$ cat src/rtl/if_id_skid.sv
// ---------------------------------------------------------------------------
// if_id_skid -- IF/ID pipeline register with optional two-entry skid buffer.
//
// Sits between instruction fetch and decode. Holds up to two fetched beats
// (main + skid) so fetch can be stalled from a registered ready, breaking the
// combinational path from decode backpressure to fetch.
//
// Handshake: a beat transfers on a rising edge when valid and ready are both
// high in the preceding cycle. On the input side in_fire = in_valid & in_ready.
// On the output side consume = out_valid & out_ready & ~hold. Valid never
// depends on ready. Payload is stable while valid is high and unconsumed.
//
// Ports:
//   clk, rst        single clock, synchronous active-high reset
//   in_valid/ready  fetch-side handshake
//   instruction_i   fetched instruction, pc_in its PC
//   out_valid/ready decode-side handshake
//   instruction_o   registered instruction (NOP_INST when empty)
//   pc_out          registered PC (holds last value when empty)
//   hold            hazard stall, acts as out_ready=0
//   flush           discards all held and incoming beats
//   count           occupancy 0/1/2; encodes the FSM state directly
// ---------------------------------------------------------------------------
module if_id_skid #(
    parameter int unsigned             DATA_WIDTH = 32,
    parameter int unsigned             BUS_WIDTH  = 32,
    parameter logic [DATA_WIDTH-1:0]   NOP_INST   = 32'h00000013,
    parameter bit                      SKID_EN    = 1'b1
) (
    input  logic                  clk,
    input  logic                  rst,
    input  logic                  in_valid,
    output logic                  in_ready,
    input  logic [DATA_WIDTH-1:0] instruction_i,
    input  logic [BUS_WIDTH-1:0]  pc_in,
    output logic                  out_valid,
    input  logic                  out_ready,
    output logic [DATA_WIDTH-1:0] instruction_o,
    output logic [BUS_WIDTH-1:0]  pc_out,
    input  logic                  hold,
    input  logic                  flush,
    output logic [1:0]            count
);

    // State encoding equals occupancy so count is the state itself.
    localparam logic [1:0] EMPTY = 2'd0;
    localparam logic [1:0] BUSY  = 2'd1;
    localparam logic [1:0] FULL  = 2'd2;

    logic [1:0]            state_q, state_d;
    logic [DATA_WIDTH-1:0] inst_q, inst_d;
    logic [BUS_WIDTH-1:0]  pc_q, pc_d;
    logic [DATA_WIDTH-1:0] skid_inst_q, skid_inst_d;
    logic [BUS_WIDTH-1:0]  skid_pc_q, skid_pc_d;
    logic                  in_ready_q, in_ready_d;
    logic                  in_fire;
    logic                  consume;

    assign out_valid     = (state_q != EMPTY);
    assign consume       = out_valid & out_ready & ~hold;
    // Skid mode uses the registered ready (no path from out_ready/hold);
    // single-entry mode accepts when empty or when the held beat leaves.
    assign in_ready      = SKID_EN ? in_ready_q : ((state_q == EMPTY) | consume);
    assign in_fire       = in_valid & in_ready;
    assign instruction_o = inst_q;
    assign pc_out        = pc_q;
    assign count         = state_q;

    always_comb begin
        state_d     = state_q;
        inst_d      = inst_q;
        pc_d        = pc_q;
        skid_inst_d = skid_inst_q;
        skid_pc_d   = skid_pc_q;
        if (flush) begin
            // Flush wins over everything but reset; pc_out keeps its value.
            state_d = EMPTY;
            inst_d  = NOP_INST;
        end else begin
            case (state_q)
                EMPTY: begin
                    if (in_fire) begin
                        state_d = BUSY;
                        inst_d  = instruction_i;
                        pc_d    = pc_in;
                    end
                end
                BUSY: begin
                    if (in_fire && consume) begin
                        inst_d = instruction_i;
                        pc_d   = pc_in;
                    end else if (in_fire) begin
                        // Main is stalled: park the new beat in the skid slot.
                        state_d     = FULL;
                        skid_inst_d = instruction_i;
                        skid_pc_d   = pc_in;
                    end else if (consume) begin
                        state_d = EMPTY;
                        inst_d  = NOP_INST;
                    end
                end
                FULL: begin
                    if (consume) begin
                        state_d = BUSY;
                        inst_d  = skid_inst_q;
                        pc_d    = skid_pc_q;
                    end
                end
                default: begin
                    state_d = EMPTY;
                    inst_d  = NOP_INST;
                end
            endcase
        end
        in_ready_d = (state_d != FULL);
    end

    always_ff @(posedge clk) begin
        if (rst) begin
            state_q     <= EMPTY;
            inst_q      <= NOP_INST;
            pc_q        <= '0;
            skid_inst_q <= '0;
            skid_pc_q   <= '0;
            in_ready_q  <= 1'b1;
        end else begin
            state_q     <= state_d;
            inst_q      <= inst_d;
            pc_q        <= pc_d;
            skid_inst_q <= skid_inst_d;
            skid_pc_q   <= skid_pc_d;
            in_ready_q  <= in_ready_d;
        end
    end

endmodule

$ cat config.mk
export PLATFORM = sky130hd
export DESIGN_NAME = if_id_skid
export DESIGN_NICKNAME = d
export VERILOG_FILES = /design/src/rtl/if_id_skid.sv
export SDC_FILE = /design/constraint.sdc
export NUM_CORES = 1
export LEC_CHECK = 0
export ABC_AREA = 1
export CAP_MARGIN = 0
export CELL_PAD_IN_SITES_DETAIL_PLACEMENT = 1
export CELL_PAD_IN_SITES_GLOBAL_PLACEMENT = 1
export CORE_UTILIZATION = 31
export DETAILED_ROUTE_END_ITERATION = 8
export PLACE_DENSITY = 0.87
export SYNTH_ARGS = -nofsm -noshare
export SYNTH_HDL_FRONTEND = slang
export SYNTH_SLANG_ARGS = --single-unit
$ cat constraint.sdc
create_clock -name clk -period 1.5 [get_ports clk]
set_input_delay 0.225 -clock clk [delete_from_list [all_inputs] [get_ports clk]]
set_output_delay 0.225 -clock clk [all_outputs]
set_load 0.005 [all_outputs]
# --- Yosys cells after proc, flatten, opt, wreduce, memory -nomap -nowiden ---
# Index checks and enable logic that the tools add are counted.
totals:
  regBits: 131
  input_bits: 70
  out_inout_bits: 68
  word_cells: 45
op_classes:
  n_eq_ne: 8
  mux: 17
  bitwise: 6
  reduce_logical: 8
ops:
  columns: ["operator", "count"]
  rows:
  - ["$mux W32", 8]
  - ["$pmux W32 S3", 2]
  - ["$mux W2", 6]
  - ["$ne A2 B2 Y1 const B", 4]
  - ["$reduce_and A4 Y1", 2]
  - ["$ne A3 B3 Y1 const B", 2]
  - ["$pmux W2 S3", 1]
  - ["$reduce_and A5 Y1", 1]
  - ["$and A1 B1 Y1", 3]
  - ["$not A1 Y1", 3]
  - ["$reduce_bool A3 Y1", 1]
  - ["$eq A2 B1 Y1 const B", 1]
  - ["$eq A2 B2 Y1 const B", 1]
  - ["$logic_not A2 Y1", 1]
  - ["$reduce_bool A2 Y1", 1]
  - ["$reduce_or A2 Y1", 1]
  - ["$logic_and A1 B1 Y1", 1]

# --- Longest topological paths before layout ---
logic_depth:
  depth_word: 9
  mapped_depth: 11
  depth_no_buf: 9

# --- Worst setup path before layout ---
# Ideal clock, no wire load.
synth_timing:
  kind: "register to register"
  startpoint: "reg state_q[1] (netlist: count[1])"
  endpoint: "reg pc_q[0] (netlist: pc_out[0])"
  setup_ns: 0.113
  t_arrival_ns: 1.356
  t_required_ns: 1.387
  setup_slack_ns: 0.031
  stages_incl_launch_ff: 12
  path_buffers: 2
  period_less_slack_ns: 1.469
  cell_sequence: "dfxtp_1 inv_2 nor2_4 nand2_2 nand2_2 inv_2 nand3b_1 buf_6 buf_4 nand2_1 nand2_1 nor2_1"
synth_via:
  elab_chain_len: 6
  word_cells_on_any_way: 13
  classes_between: "eq/ne: 5; mux: 1; bitwise: 2; reduce/logical: 5"
synth_lines:
  columns: ["item", "line_no", "rtl"]
  rows:
  - ["start, declared", "50", "logic [1:0] state_q, state_d;"]
  - ["start signal, assigned", "127", "state_q <= state_d;"]
  - ["$reduce_bool A2 Y1", "59", "assign out_valid = (state_q != EMPTY);"]
  - ["$and A1 B1 Y1 (2 in series)", "60", "assign consume = out_valid & out_ready & ~hold;"]
  - ["$logic_and A1 B1 Y1", "89", "if (in_fire && consume) begin"]
  - ["$ne A2 B2 Y1 (no line)", null, null]
  - ["$reduce_and A5 Y1 (no line)", null, null]
  - ["end signal, assigned", "129", "pc_q <= pc_d;"]
  - ["end, declared", "52", "logic [BUS_WIDTH-1:0] pc_q, pc_d;"]
# Several ways; a longest one is shown, not always the timed one.
# A chain may end at the register's enable or synchronous reset.

# --- Final worst setup path ---
layout_timing:
  startpoint: "reg state_q[0] (netlist: count[0])"
  endpoint: "reg inst_q[7] (netlist: instruction_o[7])"
layout_via:
  elab_chain_len: 6
  word_cells_on_any_way: 14
  classes_between: "eq/ne: 6; mux: 2; bitwise: 2; reduce/logical: 4"
layout_lines:
  columns: ["item", "line_no", "rtl"]
  rows:
  - ["$reduce_bool A2 Y1", "59", null]
  - ["$and A1 B1 Y1 (2 in series)", "60", null]
  - ["$logic_and A1 B1 Y1", "89", null]
  - ["$ne A3 B3 Y1 (no line) / $mux W32 (equally long branches)", null, null]
  - ["$reduce_and A4 Y1 (no line) / $pmux W32 S3 (equally long branches)", null, null]
  - ["end signal, assigned", "128", "inst_q <= inst_d;"]
  - ["end, declared", "51", "logic [DATA_WIDTH-1:0] inst_q, inst_d;"]
# Several ways; a longest one is shown, not always the timed one.

==> results.yml <==
clock_tree:
  numCtsBuffers: 17
  clkLatencyLatePin_ns: 0.42
  cts_num_sinks: 131
  cts.path.max_buffers: 2
  htree_num_levels: 4
  clockRootBuffer: "clkbuf_16"
  cts_tree: "yes"
  clk_pin_slew_ns: 0.06
  cts_hold_buf: 0
timing:
  fmax_mhz: 672
  fin_crit_ns: 1.49
  tns_ns: 0
  setup_slack_ns: 0.0122
  skew_ns: 0.00720
  finalHoldViolations: 0
  hold_ws_ns: 0.429
  drv_slew: 0
  setup_viol_count_final: 0
  period_share: 0.992
  rsz0062_at_grt: "true"
  slew_headroom: 0.814
  worst_pin_slew_ns: 0.277
grt:
  grt_pass1_vias: 5985
  antenna_found_initial: 0
  overflow: 0
  grt_use_total: 0.211
  grt_max_degree: 33
  grt_pass1_wl_mm: 30.4
detailed_routing:
  wl_mm: 20.4
  routedWlPerCell_um: 16.2
  drtIter0Drc: 273
  viasPerCell: 4.82
  drc: 0
  dr.pass1.iters: 4
  vias: 6093
  ant_nets: 0
logic_synthesis:
  syn-mean-instance-area_um2: 6.55
  synth_top_family_by_area: "simple AND/OR/NAND/NOR gates"
  synth_top_flop_cell: "dfxtp_1"
  yosysWarnings: 0
  synth_top_cells_by_count: "297 x nand2_1, 195 x nor2_1, 131 x dfxtp_1"
  synth_top_area_share: 0.464
  yosysUniqueCellTypes: 21
  ys_seq_area_frac: 0.464
  async_reset_ff_frac: 0
  yosys.area.top_type: "dfxtp_1"
  syn-num-nets: 933
  synth.mux.area_fraction: 0
  synth_adder_area_share: 0
  yosys.area_share.simple: 0.367
  netlist_instances: 863
  synth.most_common_cell: "nand2_1"
  synth_xor_area_frac: 0
  ys_seq_elements: 131
  synth_enable_flop_cells: 0
  synth_compound_area_frac: 0.0878
  synth_area_um2: 5660
  synth_area_leaders: "dfxtp_1 46%, nand2_1 20%, nor2_1 13%"
place:
  port_buffers: 137
  hpwl_mm: 12.1
  gp_congestion: 0.799
  dp_worst_setup_slack_ns: -0.404
critical_path:
  rrSetupSlack_ns: 0.01
  path_class: "flop to flop"
  timing.critical_path.arrival_ns: 1.79
  crit_path_start_kind: "flop"
  endpoint_kind: "flop"
  required_ns: 1.80
  cp_max_fo: 18
floorplanning:
  fp.dieW_um: 137
  rows: 49
  core_um2: 17900
  die-area_um2: 18800
  initial_core_util: 0.316
  die_y_um: 137
  io_pins: 138
job:
  max_cap_viol_count: 0
run_status:
  status: "completed"
power_and_ir_drop:
  ir_drop_v: 0.000777
  p_leak_nw: 4.65
  powerDensity_nw_per_um2: 1070
  total_power_mw: 9.19
worst_hold_path:
  worstHoldPathType: "input pin to flop"
final_layout:
  syn_to_final_growth_pct: 51.9
  final_nets: 1091
  post-route-util: 0.480
  drive_gt1_frac: 0.148
[through the flow]
step,instances,area [um^2]
after floorplan,863,5660
after detailed placement,1214,7490
after global routing,1262,8590
final,1263,8590
after CTS,1257,8280
after global placement,1214,7490
[registers in the layout, indices dropped and copies added (netlist names)]
signal / flops
instruction_o: 32
pc_out: 32
skid_inst_q: 32
skid_pc_q: 32
count: 2
in_ready: 1
[layer usage]
layer / global-route usage / wire, um
met1: 0.254 / 8560
met2: 0.358 / 10100
met3: 0.0507 / 942
met4: 0.0873 / 756
met5: 0 / 0
[kinds of logic after synthesis]
| kind of cell | count (synthesis) |
|---|---|
| compound gates | 98 |
| simple gates | 534 |
| flops | 131 |
| buf+inv | 100 |
[worst max-delay path, cell delays in order (launching register included)]
cell	delay, ns
dfxtp_2	0.34
buf_6	0.14
nor2_4	0.04
nand2_2	0.07
nand2_2	0.06
buf_4	0.14
nor2_4	0.18
inv_2	0.10
buf_12	0.16
nand2_1	0.07
a21oi_1	0.06
[report_power, final]
group / internal (mW) / switching, mW / total, mW
clock: 2.64 / 1.54 / 4.18
combinational: 0.646 / 0.660 / 1.31
sequential: 3.63 / 0.0778 / 3.71
total: 6.91 / 2.28 / 9.19
[area by class of cell]
| class | instances | area (um^2) |
|---|---|---|
| clock inverter | 10 | 134 |
| inverter | 45 | 176 |
| multi-input combinational | 632 | 2740 |
| timing repair buffer | 194 | 2160 |
| tap | 229 | 287 |
| sequential | 131 | 2640 |
| antenna | 1 | 2.50 |
| fill | 2227 | 9310 |
| clock buffer | 21 | 450 |
[path summary, 6_finish.rpt]
check        depth (start not counted)               from           endpoint
max reg2reg                         10           count[0]   instruction_o[7]
max                                 10           count[0]   instruction_o[7]
min reg2reg                          2  instruction_o[21]  instruction_o[21]
min                                  3          pc_in[11]      skid_pc_q[11]
[repair_timing]
action / CTS / global route
hold endpoints to repair: 0 / 0
setup endpoints to repair: 120 / 173
buffers inserted: 9 / 6
pin swaps: 4 / 12
resized for setup: 47 / 105
cloned: 3 / 2
[placed cells by master, fill, tap and decap left out, types with 14 or more instances in the layout]
cell             count
buf_12              16
clkbuf_16           19
nand2_1            269
a21oi_1             30
dlymetal6s2s_1      43
nand3_1             33
o21ai_0             54
dfxtp_2             14
inv_1               38
nand2_2             22
dlygate4sd2_1       19
nor2_1             184
clkdlybuf4s50_1     74
dfxtp_1            117
buf_4               31
Note: power is estimated with default switching activity, not from simulation.
